## src/rtl/popcount7.sv

```systemverilog
// Number of set bits in a 7-bit vector; used to weight bit errors.
module popcount7 (
  input  logic [6:0] vec,
  output logic [2:0] count
);

  always_comb begin
    count = '0;
    for (int i = 0; i < 7; i++) begin
      count = count + {2'b00, vec[i]};
    end
  end

endmodule

```

## config.mk

```make
export PLATFORM = sky130hd
export DESIGN_NAME = popcount7
export DESIGN_NICKNAME = d
export VERILOG_FILES = /design/src/rtl/popcount7.sv
export SDC_FILE = /design/constraint.sdc
export NUM_CORES = 1
export LEC_CHECK = 0
export ABC_AREA = 1
export CAP_MARGIN = 5
export CORE_AREA = 2 2 39 41
export DETAILED_ROUTE_END_ITERATION = 12
export DIE_AREA = 0 0 41 43
export PLACE_DENSITY = 0.36
export SYNTH_ARGS = -nofsm -noshare
export SYNTH_HDL_FRONTEND = slang
export SYNTH_SLANG_ARGS = --single-unit
```

## constraint.sdc

```tcl
create_clock -name vclk -period 12.15
set_clock_uncertainty 0.2 [all_clocks]
set_input_delay 3.645 -clock vclk [all_inputs]
set_output_delay 3.645 -clock vclk [all_outputs]
set_load 0.1 [all_outputs]
```

==> report_table.html <==
<table>
<tr><th>Metric</th><th>Value</th></tr>
<tr><th colspan="2">STA</th></tr>
<tr><td>Number of endpoints failing setup at the final stage</td><td>0</td></tr>
<tr><td>Final setup TNS</td><td>0 ns</td></tr>
<tr><td>Part of the cycle the worst path needs</td><td>88.49%</td></tr>
<tr><td>Setup repair after global routing missed its margin</td><td>no</td></tr>
<tr><td>Maximum clock rate</td><td>93.01 MHz</td></tr>
<tr><td>Worst Max-Slew Pin Slew</td><td>0.9657 ns</td></tr>
<tr><td>Number of failing hold endpoints at the final stage</td><td>0</td></tr>
<tr><td>Max-slew violations</td><td>0</td></tr>
<tr><td>Slew headroom</td><td>35.42%</td></tr>
<tr><td>Shortest clock period the worst path allows after layout</td><td>10.75 ns</td></tr>
<tr><td>Final setup slack of the worst path</td><td>1.399 ns</td></tr>
<tr><th colspan="2">Cells and area</th></tr>
<tr><td>Filler cells</td><td>150</td></tr>
<tr><td>Number of sequential cells in the layout</td><td>0</td></tr>
<tr><td>Clock tree buffer count of the final layout</td><td>0</td></tr>
<tr><td>Share of cells above drive strength 1</td><td>4.545%</td></tr>
<tr><td>Post-route cell area</td><td>227.7 um2</td></tr>
<tr><td>Area growth syn-to-layout</td><td>106.8%</td></tr>
<tr><td>Antenna fix cells</td><td>0</td></tr>
<tr><td>Sequential cell area</td><td>0 um2</td></tr>
<tr><td>Final net count</td><td>35</td></tr>
<tr><th colspan="2">Die</th></tr>
<tr><td>Row Count</td><td>14</td></tr>
<tr><td>Boundary Pins</td><td>10</td></tr>
<tr><td>Die span in y</td><td>43 um</td></tr>
<tr><td>Width of the die</td><td>41 um</td></tr>
<tr><td>Std-Cell Core Area</td><td>1384 um2</td></tr>
<tr><td>Total Die Area</td><td>1763 um2</td></tr>
<tr><td>Initial Util</td><td>7.957%</td></tr>
<tr><th colspan="2">Setup path</th></tr>
<tr><td>Critical path arrival</td><td>6.91 ns</td></tr>
<tr><td>Crit start category</td><td>input pin</td></tr>
<tr><td>Largest fanout on the critical path</td><td>1</td></tr>
<tr><td>WP data required</td><td>8.30 ns</td></tr>
<tr><td>Worst Setup End Kind</td><td>output port</td></tr>
<tr><td>Crit Path Category</td><td>input pin to output port</td></tr>
<tr><th colspan="2">Route</th></tr>
<tr><td>Total via count after detailed routing</td><td>100</td></tr>
<tr><td>Final wirelength</td><td>244 um</td></tr>
<tr><td>WL per Instance</td><td>6.421 um</td></tr>
<tr><td>Number of DRC markers in iteration 0</td><td>0</td></tr>
<tr><td>TritonRoute pass-1 iters</td><td>1</td></tr>
<tr><td>Vias per cell</td><td>2.632</td></tr>
<tr><td>Final routed DRC violation total</td><td>0</td></tr>
<tr><td>ANT nets after route</td><td>0</td></tr>
<tr><th colspan="2">Placement</th></tr>
<tr><td>Number of input and output port buffers inserted</td><td>10</td></tr>
<tr><td>Final weighted congestion of routability-driven global placement</td><td>0.5284</td></tr>
<tr><td>Area of placed instances</td><td>227.7 um2</td></tr>
<tr><td>DP HPWL</td><td>249.8 um</td></tr>
<tr><td>Post-placement setup slack</td><td>1.364 ns</td></tr>
<tr><th colspan="2">CTS</th></tr>
<tr><td>Hold bufs inserted after CTS</td><td>0</td></tr>
<tr><td>Cts repair resizes</td><td>0</td></tr>
<tr><td>Post-CTS setup buffer count</td><td>0</td></tr>
<tr><th colspan="2">Logic synthesis</th></tr>
<tr><td>Cell count after synthesis</td><td>12</td></tr>
<tr><td>Mapped Area</td><td>110.1 um2</td></tr>
<tr><td>Number of synthesis warnings</td><td>0</td></tr>
<tr><td>Mean post-synth cell area</td><td>9.176 um2</td></tr>
<tr><td>Yosys cell types</td><td>2</td></tr>
<tr><td>Fraction of the yosys area taken by sequential cells</td><td>0%</td></tr>
<tr><td>Post-Synthesis Net Count</td><td>23</td></tr>
<tr><th colspan="2">Power and ir drop</th></tr>
<tr><td>Leakage Power</td><td>0.1118 nW</td></tr>
<tr><td>Maximum resistive drop on vdd</td><td>0.05062 mV</td></tr>
<tr><td>Total power consumption of the routed design</td><td>0.03689 mW</td></tr>
<tr><td>Pwr dens</td><td>162.0 nW/um2</td></tr>
<tr><th colspan="2">Global route</th></tr>
<tr><td>Antenna violations before repair</td><td>0</td></tr>
<tr><td>Global-route wire length before repair</td><td>414 um</td></tr>
<tr><td>Vias in the first global route</td><td>115</td></tr>
<tr><td>Global routing usage summed across all routing layers</td><td>3.122%</td></tr>
<tr><td>Congestion Overflow GR</td><td>0</td></tr>
<tr><td>Largest net degree at the start of global routing</td><td>2</td></tr>
<tr><th colspan="2">Worst hold path</th></tr>
<tr><td>Path category of the worst min-delay check</td><td>input pin to output port</td></tr>
<tr><th colspan="2">Flow run</th></tr>
<tr><td>Number of maximum-capacitance violations</td><td>0</td></tr>
<tr><th colspan="2">Outcome</th></tr>
<tr><td>Run status</td><td>completed</td></tr>
</table>
routing by layer:
layer	up-vias	GRT usage [%]	routed length (um)
met1	42	3.896	100
li1	48	-	-
met5	-	0	0
met2	10	5.625	98
met3	0	0.5236	44
met4	0	0	0
cell families (layout without fill, tap and decap cells):
group | count (synthesis) | count (layout) | synth area share, %
buffers and inverters | 8 | 18 | 27.27
adder cells (fa/ha/maj) | 4 | 4 | 72.73
cell type report:
class	instances	area (um2)	area share, %
inverters	8	30.03	13.19
repair buffers	10	97.59	42.86
multi-input cells	4	80.08	35.16
well taps	16	20.02	8.791
placed cells by master (no fill, tap or decap):
master                            n
sky130_fd_sc_hd__buf_4            1
sky130_fd_sc_hd__clkdlybuf4s50_1  9
sky130_fd_sc_hd__fa_1             4
sky130_fd_sc_hd__inv_1            8
where the power goes:
| part | internal (mW) | switching (mW) |
|---|---|---|
| clock | 0 | 0 |
| combinational | 0.00887 | 0.0280 |
| sequential | 0 | 0 |
| total | 0.00887 | 0.0280 |
synth_stat cells:
master | n | area share (%)
sky130_fd_sc_hd__fa_1 | 4 | 73
sky130_fd_sc_hd__inv_1 | 8 | 27
metrics by stage:
stage / instances / hold slack, ns / util (%)
CTS: 38 / 8.252 / 16.46
floorplan: 12 / 7.834 / -
global placement: 38 / 8.222 / 16.46
finish: 38 / 8.220 / 16.46
detailed placement: 38 / 8.246 / 16.46
global route: 38 / 8.275 / 16.46
worst max-delay path: stages:
cell and delay, ns:
sky130_fd_sc_hd__clkdlybuf4s50_1 0.45, sky130_fd_sc_hd__inv_1 0.05, sky130_fd_sc_hd__fa_1 0.49, sky130_fd_sc_hd__fa_1 0.49
sky130_fd_sc_hd__inv_1 0.05, sky130_fd_sc_hd__fa_1 0.38, sky130_fd_sc_hd__fa_1 0.37, sky130_fd_sc_hd__clkdlybuf4s50_1 0.98
worst paths after layout:
| path | from | endpoint | slack (ns) | cells after the start |
|---|---|---|---|---|
| setup / recovery | vec[0] | count[2] | 1.40 | 8 |
| hold / removal | vec[4] | count[1] | 8.22 | 4 |
Power figures use the tool's default switching activity.
